<file path="src/rtl/led_scheduler.sv">
// LED scheduler: shows the synchronized code live, flashes it on a change and
// runs a one-hot walking self-test on request.
module led_scheduler #(
   parameter int unsigned TICK_DIV    = 13500000,
   parameter int unsigned FLASH_COUNT = 2
) (
   input  logic       clk,
   input  logic       rst,
   input  logic [3:0] binary_code,
   input  logic       test_req,
   output logic [3:0] leds_code,
   output logic       busy
);

   localparam int unsigned CW = (TICK_DIV > 1) ? $clog2(TICK_DIV) : 1;
   localparam int unsigned PW = $clog2(FLASH_COUNT + 1);

   typedef enum logic [1:0] {
      LIVE  = 2'b00,
      FLASH = 2'b01,
      TEST  = 2'b10
   } state_t;

   state_t        state;
   logic [3:0]    code_meta, code_s, code_prev;
   logic          req_meta, req_s, req_prev;
   logic [CW-1:0] cnt;
   logic [PW-1:0] pairs;
   logic          show;
   logic [2:0]    idx;
   logic          req_pulse, change, tick;

   assign req_pulse = req_s & ~req_prev;
   assign change    = (code_s != code_prev);
   assign tick      = (cnt == CW'(TICK_DIV - 1));

   function automatic logic [3:0] test_pattern(input logic [2:0] i);
      case (i)
         3'd0:    test_pattern = 4'b0001;
         3'd1:    test_pattern = 4'b0010;
         3'd2:    test_pattern = 4'b0100;
         3'd3:    test_pattern = 4'b1000;
         default: test_pattern = 4'b1111;
      endcase
   endfunction

   always_ff @(posedge clk or posedge rst) begin
      if (rst) begin
         code_meta <= '0;
         code_s    <= '0;
         code_prev <= '0;
         req_meta  <= 1'b0;
         req_s     <= 1'b0;
         req_prev  <= 1'b0;
      end else begin
         code_meta <= binary_code;
         code_s    <= code_meta;
         code_prev <= code_s;
         req_meta  <= test_req;
         req_s     <= req_meta;
         req_prev  <= req_s;
      end
   end

   always_ff @(posedge clk or posedge rst) begin
      if (rst) begin
         state     <= LIVE;
         leds_code <= '0;
         busy      <= 1'b0;
         cnt       <= '0;
         pairs     <= '0;
         show      <= 1'b0;
         idx       <= '0;
      end else begin
         cnt <= tick ? '0 : cnt + 1'b1;
         case (state)
            LIVE: begin
               leds_code <= code_s;
               busy      <= 1'b0;
               if (req_pulse) begin
                  state     <= TEST;
                  busy      <= 1'b1;
                  cnt       <= '0;
                  idx       <= '0;
                  leds_code <= test_pattern(3'd0);
               end else if (change) begin
                  state     <= FLASH;
                  busy      <= 1'b1;
                  cnt       <= '0;
                  pairs     <= '0;
                  show      <= 1'b0;
                  leds_code <= '0;
               end
            end
            FLASH: begin
               leds_code <= show ? code_s : 4'b0000;
               if (req_pulse) begin
                  state     <= TEST;
                  cnt       <= '0;
                  idx       <= '0;
                  leds_code <= test_pattern(3'd0);
               end else if (change) begin
                  // A new code restarts the whole flash from its blank phase
                  cnt       <= '0;
                  pairs     <= '0;
                  show      <= 1'b0;
                  leds_code <= '0;
               end else if (tick) begin
                  if (!show) begin
                     show      <= 1'b1;
                     leds_code <= code_s;
                  end else if (pairs == PW'(FLASH_COUNT - 1)) begin
                     state     <= LIVE;
                     busy      <= 1'b0;
                     leds_code <= code_s;
                  end else begin
                     pairs     <= pairs + 1'b1;
                     show      <= 1'b0;
                     leds_code <= '0;
                  end
               end
            end
            TEST: begin
               if (tick) begin
                  if (idx == 3'd4) begin
                     state     <= LIVE;
                     busy      <= 1'b0;
                     leds_code <= code_s;
                  end else begin
                     idx       <= idx + 3'd1;
                     leds_code <= test_pattern(idx + 3'd1);
                  end
               end
            end
            default: begin
               state     <= LIVE;
               busy      <= 1'b0;
               cnt       <= '0;
               leds_code <= code_s;
            end
         endcase
      end
   end

endmodule

</file>
<file path="config.mk">
export PLATFORM = sky130hd
export DESIGN_NAME = led_scheduler
export DESIGN_NICKNAME = d
export VERILOG_FILES = /design/src/rtl/led_scheduler.sv
export SDC_FILE = /design/constraint.sdc
export NUM_CORES = 1
export LEC_CHECK = 0
export ABC_CLOCK_PERIOD_IN_PS = 1800
export CAP_MARGIN = 30
export CORE_AREA = 4 4 75 77
export CTS_BUF_LIST = sky130_fd_sc_hd__clkbuf_4
export CTS_CLUSTER_SIZE = 8
export DETAILED_ROUTE_END_ITERATION = 10
export DIE_AREA = 0 0 79 81
export PLACE_DENSITY = 0.72
export SLEW_MARGIN = 5
export SYNTH_ARGS = -nofsm -noshare
export SYNTH_HDL_FRONTEND = slang
export SYNTH_SLANG_ARGS = --single-unit
</file>
<file path="constraint.sdc">
create_clock -name clk -period 1.8 [get_ports clk]
set_clock_uncertainty 0.1 [all_clocks]
set_input_delay 0.36 -clock clk [delete_from_list [all_inputs] [get_ports clk]]
set_output_delay 0.36 -clock clk [all_outputs]
set_load 0.1 [all_outputs]
</file>
==> results of run 1 <==
[registers in the layout, summed over array words and instances (netlist names)]
name       count
code_prev      4
pairs          2
req_s          1
state          2
busy           1
leds_code      4
cnt           24
code_s         4
idx            3
code_meta      4
show           1
req_prev       1
req_meta       1
[metal layers]
metal,up-vias,share of wire (%),track usage (%)
met5,-,0,0
met4,0,2.8,7.73
met3,16,2.7,3.88
met2,32,55,32.7
met1,986,39,22.3
li1,959,-,-
[metrics by stage]
stage / util, % / instance area [um2] / power (W) / instances
final: 70.6 / 3540 / 0.00338 / 370
after global placement: 62.4 / 3130 / 0.00239 / 357
after CTS: 65.1 / 3260 / 0.00324 / 365
after detailed placement: 62.4 / 3130 / 0.00244 / 357
after floorplan: - / 2550 / 0.00200 / 239
after global routing: 70.6 / 3540 / 0.00355 / 370
[synth_stat cells (2+ instances only)]
| master | count |
|---|---|
| nand4_1 | 7 |
| clkbuf_1 | 2 |
| inv_1 | 11 |
| nor2b_1 | 3 |
| ha_1 | 7 |
| xor2_1 | 14 |
| o21ai_0 | 6 |
| nor2_1 | 37 |
| xnor2_1 | 13 |
| a31oi_1 | 2 |
| nand4b_1 | 3 |
| and3_1 | 3 |
| o31ai_1 | 4 |
| a21oi_1 | 3 |
| dfrtp_1 | 52 |
| and4b_1 | 3 |
| nor4_1 | 2 |
| nor4b_1 | 2 |
| buf_2 | 3 |
| nor3_2 | 2 |
| nor3_1 | 11 |
| nand2_1 | 12 |
| nand3_1 | 9 |
| mux2i_1 | 4 |
[cell families (layout without fill, tap and decap cells)]
kind of cell,Yosys count,in the layout,share of synthesized area (%)
AND/OR/NAND/NOR,106,106,23.5
flip-flops,52,52,51.2
XOR/XNOR,27,27,9.31
AO/OA/AOI/OAI,25,25,7.54
buffers and inverters,17,78,2.96
adder cells (fa/ha/maj),7,7,3.45
multiplexers,5,5,2.02
[layout make-up]
cell class,count,share of cell area [%]
sequential,52,36.8
multi-input combinational,170,39.4
timing repair buffer,59,17.1
inverter,11,1.17
clock inverter,3,1.95
clock buffer,5,1.06
tap,70,2.48
[repair_timing]
| action | CTS | global route |
|---|---|---|
| pin swaps | 4 | 25 |
| gates cloned | 0 | 3 |
| setup endpoints to repair | 8 | 35 |
| setup buffers | 0 | 2 |
| hold buffers | 0 | 0 |
| resized for setup | 5 | 53 |
[power breakdown]
| group | switching (W) | internal [W] | total [W] |
|---|---|---|---|
| combinational | 0.000618 | 0.000500 | 0.00112 |
| sequential | 0.000141 | 0.00131 | 0.00145 |
| clock | 0.000378 | 0.000437 | 0.000816 |
[critical path: stages, from the launching register on]
cell      delay (ns)
dfrtp_1         0.42
and4b_1         0.31
nand4b_1        0.16
buf_4           0.18
o31ai_4         0.19
buf_6           0.16
mux2i_1         0.20
o31ai_1         0.09
[worst max path at each step]
stage / start / end / slack (ns)
after detailed placement: cnt[1] / cnt[22] / -0.07
final: cnt[7] / leds_code[3] / -0.09
after global placement: cnt[1] / cnt[22] / -0.04
after global routing: cnt[7] / leds_code[2] / -0.14
after floorplan: cnt[0] / cnt[22] / -0.001
after CTS: cnt[5] / leds_code[3] / -0.03
==> flow_summary.toml, run 1 <==
[outcome]
outcome = "finished with violations"
violations = "setup timing"

[clocking]
clockBufferDepth = 2
cts_root_buf = "clkbuf_4"
clkSinkCount = 52
clk_pin_slew_worst_paths_ns = 0.15
cts_made_buffers = 5
tritoncts = "built"
htreeDepth = 2
clk_latency_ns = 0.38

[timing]
tns_ns = -0.832
setup_viol = 21
fin_crit_ns = 1.89
period_share_pct = 105
slew_headroom_pct = 75.5
fmax_mhz = 529
whs_ns = 0.226
setup_ws_ns = -0.0901
hold_viol_final = 0
slew_violations = 0
grt_setup_unrepaired = "yes"
tightestPinTransition_ns = 0.365

[logic_synthesis]
synth_edf_count = 0
synth_top_cell_area_share_pct = 51.2
yosysUniqueCellTypes = 48
synth.yosys.warnings = 0
synthCells = 239
synth-seq-area-share_pct = 51.2
ys_ff_latch = 52
syn-cell-area_mm2 = 0.00254
synthArstFlopShare_pct = 100
synth.avg_cell_area_um2 = 10.6
syn_nets = 253
synth_area_leader_cell = "dfrtp_1"
synthFlopType = "dfrtp_1"
synthTopCellsByArea = "dfrtp_1, nor2_1, xor2_1"

[power_and_ir_drop]
p_leak_nw = 1.51
peakVddDrop_mv = 1.11
powerDensity_mw_per_mm2 = 956

[global_route]
grt-ovfl-total = 0
grt_pass1_wl_um = 9330
antenna_found_initial = 0
grt_pass1_vias = 2037
grt_use_total_pct = 18.6
grt_max_degree = 53

[finish]
multi_input_comb_area_mm2 = 0.00139
final_common_cell = "dfrtp_1"
fin_nets = 313
insertedDiodeCount = 0
drive_above_1_share_pct = 35.3
layout_common_cells = "dfrtp_1, buf_4, nor2_1, nor2_4, xor2_1"
fillers = 373
register_area_mm2 = 0.00130
syn_to_final_growth_pct = 39.2

[die]
die_w_um = 79
num_rows = 26
dieArea_mm2 = 0.00640
ios = 12
start_util_pct = 50.7
dieHeight_um = 81
core_mm2 = 0.00501

[worst_setup_path]
r2r_slack_ns = -0.09
cp_max_fo = 5
regToRegEndpoint = "leds_code[3]"
r2r_start = "cnt[7]"
worst-r2r-cell-count = 7
crit_type = "flop to flop"
arrival_ns = 2.07
crit_required_ns = 1.98
cp-end-kind = "flop"
crit_path_start_kind = "flop"

[detailed_routing]
routed_wl_um = 5800
wl_per_cell_um = 15.7
final_antenna_net_count = 0
drt-pass1-iter-count = 4
viasPerCell = 5.39
via_count = 1993
drc = 0
drtIter0Drc = 68

[flow_run]
maxCapViolCount = 0

[placement]
pre_cts_slack_ns = -0.0652
place.gp.congestion = 0.828
hpwlAfterDp_um = 3740
port_buffers = 11

[min_path]
hold_class = "input pin to asynchronous set/reset pin"
Power figures use the tool's default switching activity.
==> run 2, diff against run 1 <==
- CORE_AREA: 4 4 75 77 -> 4 4 83 69
- DIE_AREA: 0 0 79 81 -> 0 0 87 73
- PLACE_DENSITY: 0.72 -> 0.73
==> run 2 against run 1 <==
Net effect: the run still ends with setup timing left; final area shrank 4.0%; count of clock-buffer cells in the layout is the same; first-iteration DRC count grew 53%; sequential power is essentially flat; fmax grew 2.9%; flip-flop and latch count is the same; global-route usage shrank 1.4 points; worst setup slack gained 0.053 ns; combinational power shrank 8%; via count shrank 1.5%; largest power group unchanged.
==> flow_summary.toml, run 2 (synthesis gave the netlist of run 1 again) <==
[outcome]
outcome = "finished with violations"
violations = "setup timing"

[detailed_routing]
wl_per_cell_um = 15.1
viasPerCell = 5.44
final_antenna_net_count = 0
via_count = 1963
routed_wl_um = 5460
drc = 0
drtIter0Drc = 104
drt-pass1-iter-count = 4

[timing]
hold_viol_final = 0
setup_ws_ns = -0.0369
fmax_mhz = 544
setup_viol = 13
fin_crit_ns = 1.84
slew_violations = 0
grt_setup_unrepaired = "yes"
period_share_pct = 102
slew_headroom_pct = 67.2
whs_ns = 0.131
tightestPinTransition_ns = 0.488

[power_and_ir_drop]
internal_power_w = 0.00194
power_frac_seq_pct = 47.5
powerDensity_mw_per_mm2 = 904
peakVddDrop_mv = 0.812
p_leak_nw = 1.51
clockPowerShare_pct = 18.8
p_comb_share_pct = 33.7
power.switching_w = 0.00113
p_sw_share_pct = 36.9

[clocking]
htreeDepth = 2
clk_latency_ns = 0.39
tritoncts = "built"
clkSinkCount = 52
cts_root_buf = "clkbuf_4"
clockBufferDepth = 2
clk_pin_slew_worst_paths_ns = 0.17
cts_made_buffers = 5

[placement]
hpwlAfterDp_um = 3660
dp_cells = 347
port_buffers = 11
place.gp.congestion = 0.840

[finish]
largest-register = "cnt"
fillers = 356
syn_to_final_growth_pct = 33.7
final_common_cell = "dfrtp_1"
post-route-util_pct = 69.0
insertedDiodeCount = 0
instances_no_fill = 361
layout_common_cells = "dfrtp_1, buf_4, nor2_1, nor2_2, xnor2_1"
fin_nets = 312
largest_register_ffs = 24
drive_above_1_share_pct = 35.5

[global_route]
grt_max_degree = 25
grt_pass1_wl_um = 8570
grt_pass1_vias = 1855
antenna_found_initial = 0
grt_use_total_pct = 17.2
grt-ovfl-total = 0

[die]
ios = 12
num_rows = 23
dieArea_mm2 = 0.00635
dieHeight_um = 73
core_mm2 = 0.00492
die_w_um = 87
start_util_pct = 51.6

[min_path]
hold_class = "input pin to asynchronous set/reset pin"

[worst_setup_path]
crit_required_ns = 1.97
crit_path_start_kind = "flop"
crit_type = "flop to flop"
cp-end-kind = "flop"
arrival_ns = 2.00
cp_max_fo = 5

[flow_run]
maxCapViolCount = 0
==> run 2: stage by stage <==
step / power (W) / TNS (ns) / area [um2] / setup WS, ns
after floorplan: 0.00200 / -0.00120 / 2550 / -0.00120
after detailed placement: 0.00241 / -0.341 / 3100 / -0.110
after global placement: 0.00239 / -0.0115 / 3100 / -0.0115
final: 0.00307 / -0.134 / 3400 / -0.0369
after global routing: 0.00323 / -2.33 / 3400 / -0.0984
after CTS: 0.00298 / -0.0605 / 3190 / -0.0304
==> run 2: power by group through the flow <==
stage / Clock, W / Sequential (W) / Combinational (W)
floorplan: 0 / 0.00172 / 0.000283
global placement: 0 / 0.00146 / 0.000925
detailed placement: 0 / 0.00147 / 0.000941
CTS: 0.000587 / 0.00145 / 0.000943
global route: 0.000642 / 0.00147 / 0.00112
finish: 0.000578 / 0.00146 / 0.00103
==> run 2: final timing paths <==
path                            slack [ns]          from  cells past startpoint           end
worst max-delay path                 -0.04       cnt[21]                      7  leds_code[1]
worst min-delay path                  0.13           rst                      2        cnt[4]
worst max register to register       -0.04       cnt[21]                      7  leds_code[1]
worst min register to register        0.27  code_meta[2]                      0     code_s[2]
max in group asynchronous             1.02           rst                      3        idx[0]
min in group clk                      0.27  code_meta[2]                      0     code_s[2]
==> run 2: final cells by class <==
class,instances,area (um2),share of cell area (%)
Tap cell,62,77.6,2.28
Multi-Input combinational cell,170,1320,38.9
Timing Repair Buffer,58,587,17.3
Inverter,11,41.3,1.22
Clock buffer,5,37.5,1.11
Clock inverter,3,27.5,0.811
Sequential cell,52,1310,38.4
==> run 2: repair_timing <==
action,4_1_cts,5_1_grt
endpoints found under the setup margin,10,33
resized for setup,5,41
setup buffers,0,4
gates cloned,0,2
pin swaps,4,16
hold buffers,0,0
==> run 2: routing by layer <==
metal  up-vias  wire [um]  global-route usage [%]
li1        951          -                       -
met1       966       2540                    24.5
met2        39       2620                    26.8
met3         7        215                    2.71
met4         0         80                    5.71
met5         -          0                       0
==> run 2: critical path, stage by stage (launching register included) <==
cell      delay (ns)
dfrtp_1         0.44
nor3_2          0.25
nand4b_1        0.14
buf_6           0.15
o31ai_4         0.17
buf_6           0.16
mux2i_1         0.20
o31ai_1         0.10
==> run 3, diff against run 2 <==
- REMOVE_ABC_BUFFERS: default -> 1
==> run 3 against run 2 <==
Net effect: clock power shrank 2%; largest cell class is now flip-flops and latches; sequential power is essentially flat; global-route usage grew 0.88 points; the run still ends with setup timing left; non-clock buffer count shrank 5; core utilization shrank 2.3 points; count of clock-buffer cells in the layout is the same; critical path type unchanged; critical endpoint is now busy.
==> flow_summary.toml, run 3 (synthesis gave the netlist of run 1 again) <==
[outcome]
outcome = "finished with violations"
violations = "setup timing"

[global_route]
grt_use_total_pct = 18.1
antenna_found_initial = 0
grt_max_degree = 53
grt-ovfl-total = 0
grt_pass1_wl_um = 9000
grt_pass1_vias = 1925

[power_and_ir_drop]
power_frac_seq_pct = 48.7
peakVddDrop_mv = 0.631
p_comb_share_pct = 32.4
p_leak_nw = 1.47
clockPowerShare_pct = 18.9
internal_power_w = 0.00190
powerDensity_mw_per_mm2 = 910
power.switching_w = 0.00109
p_sw_share_pct = 36.5

[worst_setup_path]
r2r_slack_ns = -0.07
cp-end-kind = "flop"
regToRegEndpoint = "busy"
crit_required_ns = 1.99
crit_type = "flop to flop"
r2r_start = "cnt[20]"
crit_path_start_kind = "flop"
worst-r2r-cell-count = 6
arrival_ns = 2.06
cp_max_fo = 4
crit_path_start = "cnt[20]"

[detailed_routing]
wl_per_cell_um = 15.3
final_antenna_net_count = 0
viasPerCell = 5.39
via_count = 1919
drtIter0Drc = 145
drt-pass1-iter-count = 4
drc = 0
routed_wl_um = 5440

[clocking]
clk_pin_slew_worst_paths_ns = 0.16
clkSinkCount = 52
cts_root_buf = "clkbuf_4"
clockBufferDepth = 2
tritoncts = "built"
clk_latency_ns = 0.38
cts_made_buffers = 5
htreeDepth = 2
cts_hold_buf = 0

[die]
dieHeight_um = 73
die_w_um = 87
dieArea_mm2 = 0.00635
core_mm2 = 0.00492
num_rows = 23
ios = 12
start_util_pct = 51.6

[finish]
final_common_cell = "dfrtp_1"
fin_area_mm2 = 0.00328
layout_common_cells = "dfrtp_1, buf_4, nor2_1, xor2_1, xnor2_1"
fillers = 390
drive_above_1_share_pct = 29.3
largest-register = "cnt"
largest_register_ffs = 24
syn_to_final_growth_pct = 29.2
fin_nets = 307
insertedDiodeCount = 0

[timing]
tightestPinTransition_ns = 0.417
setup_viol = 7
setup_ws_ns = -0.0718
whs_ns = 0.213
period_share_pct = 104
fin_crit_ns = 1.87
fmax_mhz = 534
hold_viol_final = 0
grt_setup_unrepaired = "yes"
slew_violations = 0
slew_headroom_pct = 71.9

[min_path]
hold_class = "input pin to asynchronous set/reset pin"

[placement]
place.gp.congestion = 0.841
port_buffers = 11
place_area_mm2 = 0.00305
hpwlAfterDp_um = 3660

[flow_run]
maxCapViolCount = 0
run 3: layout make-up:
cell class	instances	area, um2	area share, %
clock buffers	5	37.5	1.14
clock inverters	3	27.5	0.839
inverters	11	41.3	1.26
multi-input cells	170	1270	38.7
flip-flops and latches	52	1300	39.7
well taps	62	77.6	2.36
repair buffers	53	526	16.0
run 3: power by group through the flow:
stage	clock network (W)	registers (W)	logic, W
2_1_floorplan	0	0.00171	0.000267
3_3_place_gp	0	0.00145	0.000899
3_5_place_dp	0	0.00146	0.000934
4_1_cts	0.000583	0.00145	0.000954
5_1_grt	0.000635	0.00147	0.00104
6_report	0.000564	0.00145	0.000968
run 3: critical path, cell delays in order (launching register included):
cell and delay (ns):
dfrtp_1 0.43, nor3_2 0.25, nand4b_1 0.14, buf_6 0.15, nor3_4 0.23, a31oi_2 0.16
a221o_1 0.31
run 3: worst max path at each step:
stage	end	slack (ns)
floorplan	cnt[22]	-0.13
global placement	leds_code[1]	-0.09
detailed placement	leds_code[2]	-0.18
CTS	busy	0.002
global route	busy	-0.19
finish	busy	-0.07
run 3: repair_timing:
item | 4_1_cts | 5_1_grt
gates cloned | 0 | 1
setup endpoints to repair | 14 | 35
pin swaps | 4 | 7
setup buffers | 3 | 1
gates resized for setup | 9 | 20
run 3: metrics by stage:
step | power (W) | instances | setup WS, ns | TNS [ns] | utilization [%]
after floorplan | 0.00198 | 233 | -0.133 | -0.424 | -
after global placement | 0.00235 | 343 | -0.0879 | -0.447 | 61.9
after detailed placement | 0.00239 | 343 | -0.175 | -1.11 | 61.9
after CTS | 0.00298 | 354 | 0.00185 | 0 | 64.7
after global routing | 0.00315 | 356 | -0.189 | -1.54 | 66.7
final | 0.00299 | 356 | -0.0718 | -0.238 | 66.7
run 3: routing by layer:
layer  part of all wire, %  up-vias  wire length [um]  global-route usage [%]
met2                    48       52              2610                    28.1
met4                  0.39        0                21                    4.15
met1                    47      911              2580                    25.9
li1                      -      952                 -                       -
met5                     0        -                 0                       0
met3                   4.3        4               232                    4.06
